$ cat config.mk
export PLATFORM = sky130hd
export DESIGN_NAME = accum_nbit
export DESIGN_NICKNAME = d
export VERILOG_FILES = /design/src/rtl/accum_pkg.sv /design/src/rtl/accum_sat_add.sv /design/src/rtl/accum_nbit.sv
export SDC_FILE = /design/constraint.sdc
export NUM_CORES = 1
export LEC_CHECK = 0
export ABC_AREA = 1
export BUFFER_PORTS_ARGS = -buffer_cell sky130_fd_sc_hd__buf_2
export CAP_MARGIN = 20
export CORE_UTILIZATION = 25
export CTS_CLUSTER_SIZE = 16
export DETAILED_ROUTE_END_ITERATION = 7
export GPL_ROUTABILITY_DRIVEN = 0
export PLACE_DENSITY = 0.44
export SLEW_MARGIN = 5
export SYNTH_ARGS = -nofsm -noshare
export SYNTH_HDL_FRONTEND = slang
export SYNTH_SLANG_ARGS = --single-unit
$ cat constraint.sdc
create_clock -name clk_in -period 2.2 [get_ports clk_in]
set_clock_uncertainty 0.1 [all_clocks]
set_input_delay 0.22 -clock clk_in [delete_from_list [all_inputs] [get_ports clk_in]]
set_output_delay 0.22 -clock clk_in [all_outputs]
set_load 0.01 [all_outputs]
$ cat src/rtl/accum_pkg.sv
// accum_pkg: shared FSM encoding and default widths for the frame accumulator
package accum_pkg;
    localparam int N_DEF = 8;
    localparam int LEN_W_DEF = 4;
    localparam int ACC_W_DEF = N_DEF + 2;
    typedef enum logic [1:0] {IDLE = 2'd0, ACCUM = 2'd1, HOLD = 2'd2} state_t;
endpackage

$ cat src/rtl/accum_sat_add.sv
// accum_sat_add: ACC_W accumulator adder with overflow detect; clamps when ACCUM_SAT_EN is defined, wraps otherwise
module accum_sat_add #(
    parameter int N = 8,
    parameter int ACC_W = N + 2
) (
    input  logic [ACC_W-1:0] a,
    input  logic [N:0]       b,
    output logic [ACC_W-1:0] sum,
    output logic             ovf
);
    logic [ACC_W:0] full;
    // b never exceeds 2^ACC_W-1, so a single extra bit captures the true result
    assign full = {1'b0, a} + (ACC_W+1)'(b);
    assign ovf = full[ACC_W];
`ifdef ACCUM_SAT_EN
    assign sum = ovf ? '1 : full[ACC_W-1:0];
`else
    assign sum = full[ACC_W-1:0];
`endif
endmodule

$ cat src/rtl/accum_nbit.sv
// accum_nbit: frames len_in adder results into one total with valid/ready handshakes (ACCUM_SAT_EN selects clamping)
module accum_nbit
    import accum_pkg::*;
#(
    parameter int N = N_DEF,
    parameter int LEN_W = LEN_W_DEF,
    parameter int ACC_W = N + 2
) (
    input  logic             clk_in,
    input  logic             rst_n_in,
    input  logic             start_in,
    input  logic [LEN_W-1:0] len_in,
    input  logic [N-1:0]     sum_in,
    input  logic             carry_in,
    input  logic             in_valid_in,
    output logic             in_ready_out,
    output logic [ACC_W-1:0] acc_out,
    output logic             acc_valid_out,
    input  logic             acc_ready_in,
    output logic             overflow_out,
    output logic             busy_out
);
    state_t state, state_nxt;
    logic [LEN_W-1:0] cnt;
    logic [ACC_W-1:0] add_sum;
    logic add_ovf, xfer, hs, go;
    assign in_ready_out = state == ACCUM;
    assign acc_valid_out = state == HOLD;
    assign busy_out = state != IDLE;
    assign xfer = in_valid_in && in_ready_out;
    assign hs = acc_valid_out && acc_ready_in;
    // a start is only honoured from IDLE or on the cycle the finished total is consumed
    assign go = start_in && len_in != '0 && (state == IDLE || hs);
    accum_sat_add #(.N(N), .ACC_W(ACC_W)) u_add (
        .a(acc_out),
        .b({carry_in, sum_in}),
        .sum(add_sum),
        .ovf(add_ovf)
    );
    always_comb begin
        state_nxt = go ? ACCUM : hs ? IDLE : (xfer && cnt == LEN_W'(1)) ? HOLD : state;
    end
    always_ff @(posedge clk_in or negedge rst_n_in) begin
        if (!rst_n_in) begin
            state <= IDLE;
            acc_out <= '0;
            overflow_out <= 1'b0;
            cnt <= '0;
        end else begin
            state <= state_nxt;
            if (go) begin
                acc_out <= '0;
                overflow_out <= 1'b0;
                cnt <= len_in;
            end else if (xfer) begin
                acc_out <= add_sum;
                overflow_out <= overflow_out | add_ovf;
                cnt <= cnt - LEN_W'(1);
            end
        end
    end
endmodule

# Word level (Yosys, flattened, before mapping)
# Index checks and enable logic that the tools add are counted.
# word_totals
reg_bits,17
out_inout_bits,14
word_cells,30
# classes
add_sub_neg,2
n_eq_ne,3
muxes,9
bitwise_logic,1
n_reduce_logical,11
# op_table
operator,n
$mux 10,2
$add 10x9->11,1
$mux 4,2
$mux 2,3
$logic_and 1x1->1,5
$eq 4x1->1 const B,1
$reduce_bool 2->1,2
$reduce_bool 4->1,1
$sub 4x1->4 const B,1
$reduce_bool 3->1,1
$eq 2x1->1 const B,1
$eq 2x2->1 const B,1
$logic_not 2->1,1
$mux 1,2
$logic_or 1x1->1,1
$or 1x1->1,1

# Longest topological paths before layout
# depth
depth_word,6
mapped_depth,10

# Modules after synthesis
# From an unflattened synthesis, not the netlist that was laid out.
# hier_totals
hier_cells,212
area_unflattened_um2,1412.6
# modules_own_cells
mod,instances,cells_each,area_per_inst_um2,seq_area_each_um2
accum_nbit,1,123,932.1,425.4
accum_sat_add,1,89,480.5,0.0

# Worst setup path before layout
# Ideal clock, no wire load.
# synth_path
path_type,register to register
from,register acc_out[0]
to,register acc_out[6]
setup_time_ns,0.117
arrival_ns,1.520
path_slack_ns,0.463
stages_incl_launch_ff,10
n_path_buf,0
path_cell_list,dfrtp_1 > ha_1 > inv_1 > fa_1 > o21ai_2 > nand2_1 > nand2_1 > nand2_1 > nand3_1 > nand2_1
# synth_via
elab_chain_cells,3
# synth_lines
element,line,text
"start, declared",accum_nbit.sv:17,"output logic [ACC_W-1:0] acc_out,"
"start signal, assigned",accum_nbit.sv:56,acc_out <= add_sum;
$add 10x9->11,accum_sat_add.sv:13,"assign full = {1'b0, a} + (ACC_W+1)'(b);"
$mux 10,accum_nbit.sv:55,end else if (xfer) begin
$mux 10,accum_nbit.sv:51,if (go) begin
# No other way between the ends. The select of a mux whose other input is x is not followed.
# A chain may end at the register's enable or synchronous reset.

# Final worst setup path
# Same ends and word-level chain as after synthesis.

==> impl_summary.log <==
[metrics] final setup TNS: 0 ps
[metrics] sum of routed wire length over all layers: 2930 um
[metrics] overall fraction of global-route tracks in use: 0.123
[metrics] xor and xnor area share after synthesis: 0.0278
[metrics] hold slack: between 30 and 40 ps
[metrics] critical path launch point: acc_out[0]
[metrics] slew at the pin closest to its max-slew limit: approximately 400 ps
[metrics] worst path buffer plus inverter count: 1
[metrics] top library cells by usage in the layout, fill and taps aside: nand2_1, buf_2, inv_1
[metrics] number of nets produced by synthesis: 203
[metrics] WL/cell: 10.6 um
[metrics] Final #Nets: 240
[metrics] # DRC: 0
[metrics] Core Footprint: 4790 um^2
[metrics] width of the die: roughly 73 um
[metrics] upper clock frequency limit: 553 MHz
[metrics] startpoint type of the worst setup path: flip-flop
[metrics] largest fanout of any net on the critical path: 3
[metrics] worst setup path class: flip-flop to flip-flop
[metrics] final setup slack of the worst path: between 300 and 400 ps
[metrics] met3 track demand over resource: 0.0207
[metrics] share of post-route cells with drive strength above 1: 0.215
[metrics] total clock buffers created by CTS: 3
[metrics] area share of fa/ha/maj cells after synthesis: 0.125
[metrics] TritonCTS clock tree: built
[metrics] largest family of logic cells by synthesized area: simple AND/OR/NAND/NOR gates
[metrics] number of nets with antenna violations after routing: 0
[metrics] beginning of the worst register-to-register path: acc_out[0]
[metrics] slack of the worst reg-to-reg path: 390 ps
[metrics] first-pass GRT wire length: 4980 um
[metrics] Max VDD drop: ~290 uV
[metrics] Final Critical Period: 1810 ps
[metrics] max_slew headroom: 0.734
[metrics] maximum number of pins on one net before global-route repair: 18
[metrics] layer carrying the most global-route usage: met2
[metrics] total number of yosys warnings: 0
[metrics] number of flip-flops and latches in the synthesized netlist: 17
[metrics] part of the Yosys area used for sequential elements: 0.338
[metrics] GRT met2 Usage: 0.206
[metrics] via count: 1158
[metrics] 1st-pass router iterations: 4
[metrics] number of global-route vias before repair: around 1100
[metrics] length in cells of the worst reg-to-reg path: 9
[metrics] initial antenna violation count: 0
[metrics] share of the synthesized area in compound gates (AO/OA/AOI/OAI): 0.105
[metrics] number of hold violations in the final report: 0
[metrics] fraction of synthesized area in multiplexers: 0
[metrics] half-perimeter wire length of the detailed placement result: approximately 2400 um
[metrics] die area: 5320 um^2
[metrics] destination of the worst register-to-register timing path: acc_out[6]
[metrics] synthesized netlist cell count: between 150 and 200
[metrics] synth-to-layout area growth: 23.5%
[metrics] type of element capturing the critical path: flip-flop
[metrics] post-route clock period utilization: 0.822
[metrics] cell area power density: ~1300 nW/um^2
[metrics] I/O pin count: 32
[metrics] cell type group with the largest total delay on the critical path: adder cells
[metrics] RSZ-0062 raised after global routing: no
[metrics] initial core utilization: 0.263
[metrics] Req. time, crit path: approximately 2300 ps
[metrics] total congestion overflow after global routing: 0
[metrics] num rows: 25
[metrics] final standard cell utilization of the core: 0.325
[metrics] ordered cell list for the critical path: ha_1, inv_1, fa_1, o21ai_2, nand2_1, nand2_1, nand2_1, nand3_1, nand2_1
[metrics] Post-Synthesis Cell Area: between 1000 and 1500 um^2
[metrics] most frequent CP cell: nand2_1
[metrics] clock-pin slew on the worst setup and hold paths: 70 ps
[metrics] number of max-cap violations: 0
[metrics] critical path's slowest cell: fa_1
[metrics] Clock Root Buffer: clkbuf_8
[metrics] number of unique standard cell types used by synthesis: 23
[metrics] most common cell after layout, fill and taps aside: nand2_1
[metrics] maximum count of clock buffers along a single path: 2
[metrics] number of antenna cells inserted: 0
[metrics] Port-buffer cells: 31
[metrics] deepest level of the CTS H-tree: 1
[metrics] status: completed
[metrics] met1 Track Usage GR: 0.164
[metrics] cell count along the critical path: 9
[metrics] number of instances resized during post-cts repair: 0
[metrics] routed vias/inst: 4.20
[metrics] Min-Delay Path Class: input port to flip-flop
[metrics] Critical Path Sink: acc_out[6]
[metrics] total chip power: 2.09 mW
[metrics] Mean Syn Cell Area: between 7 and 8 um^2
[metrics] # clock sinks: 17
[metrics] maximum cell stage delay along the critical path: 410 ps
[metrics] number of max-slew violations in the final report: 0
[metrics] Worst EP arrival: 1860 ps
[metrics] number of setup violations in the final report: 0
[metrics] overall die height: 73.0 um
[metrics] clock latency on the worst-skew pair: around 250 ps
[metrics] DRC marker count from the first detailed-route iteration: 36
[metrics] DP Worst Slack: 385 ps
[metrics] static leakage power: about 0.85 nW
[metrics] simple-gate area share of the yosys netlist: 0.331
[metrics] post-CTS repair timing setup buffer count: 0
[flip-flops by register name (all words and copies together), names as in the netlist]
name / count
acc_out: 10
cnt: 4
overflow_out: 1
state: 2
[routing by layer]
metal / vias up / part of all wire / wire (um)
met3: 5 / 0.029 / 84
li1: 623 / - / -
met4: 0 / 0.0082 / 24
met1: 506 / 0.50 / 1480
met2: 24 / 0.46 / 1350
met5: - / 0 / 0
[Yosys cell counts, drive strengths merged]
library cell,number,area [um^2]
o21bai,1,7.51
nor2,18,75.1
nand3b,2,15.0
nand2,63,259
a22o,1,8.76
xnor2,2,17.5
inv,23,91.3
fa,1,20.0
nand3,11,67.6
o211ai,1,7.51
o21ai,10,53.8
o22ai,1,6.26
ha,11,138
dfrtp,17,425
xor2,2,17.5
a21oi,9,48.8
[stage by stage]
stage | std cells | cell area (um^2)
after CTS | 276 | 1550
after detailed placement | 271 | 1500
after global placement | 271 | 1500
final | 276 | 1550
after global routing | 276 | 1550
after floorplan | 173 | 1260
[cells by family after synthesis]
kind of cell,after synthesis
simple gates,94
xor+xnor,4
compound gates,23
fa+ha+maj,12
flops,17
buf+inv,23
[power by group]
| group | leakage (nW) | total [mW] | internal, mW | switching, mW |
|---|---|---|---|---|
| Combinational | 0.619 | 1.25 | 0.492 | 0.759 |
| Sequential | 0.209 | 0.588 | 0.466 | 0.122 |
| Clock | 0.0255 | 0.245 | 0.126 | 0.119 |
[how the worst min path moves through the flow]
stage / from / endpoint / slack [ps] / cells past startpoint
global placement: rst_n_in / acc_out[7] / 80 / 1
CTS: acc_ready_in / state[1] / 40 / 2
finish: acc_ready_in / state[1] / 40 / 2
global route: acc_ready_in / state[1] / 40 / 2
floorplan: rst_n_in / acc_out[0] / -180 / 0
detailed placement: rst_n_in / acc_out[7] / 90 / 1
[area by class of cell]
type / instances / area [um^2]
fillers: 544 / 3230
multi-input cells: 133 / 742
flip-flops and latches: 17 / 425
repair buffers: 32 / 165
inverters: 23 / 91.3
well taps: 67 / 83.8
clock buffers: 3 / 41.3
clock inverters: 1 / 5.00
[repair_timing]
item,4_1_cts,5_1_grt
endpoints found under the hold margin,17,0
hold buffers,1,0
endpoints found under the setup margin,0,0
Power figures use the tool's default switching activity.
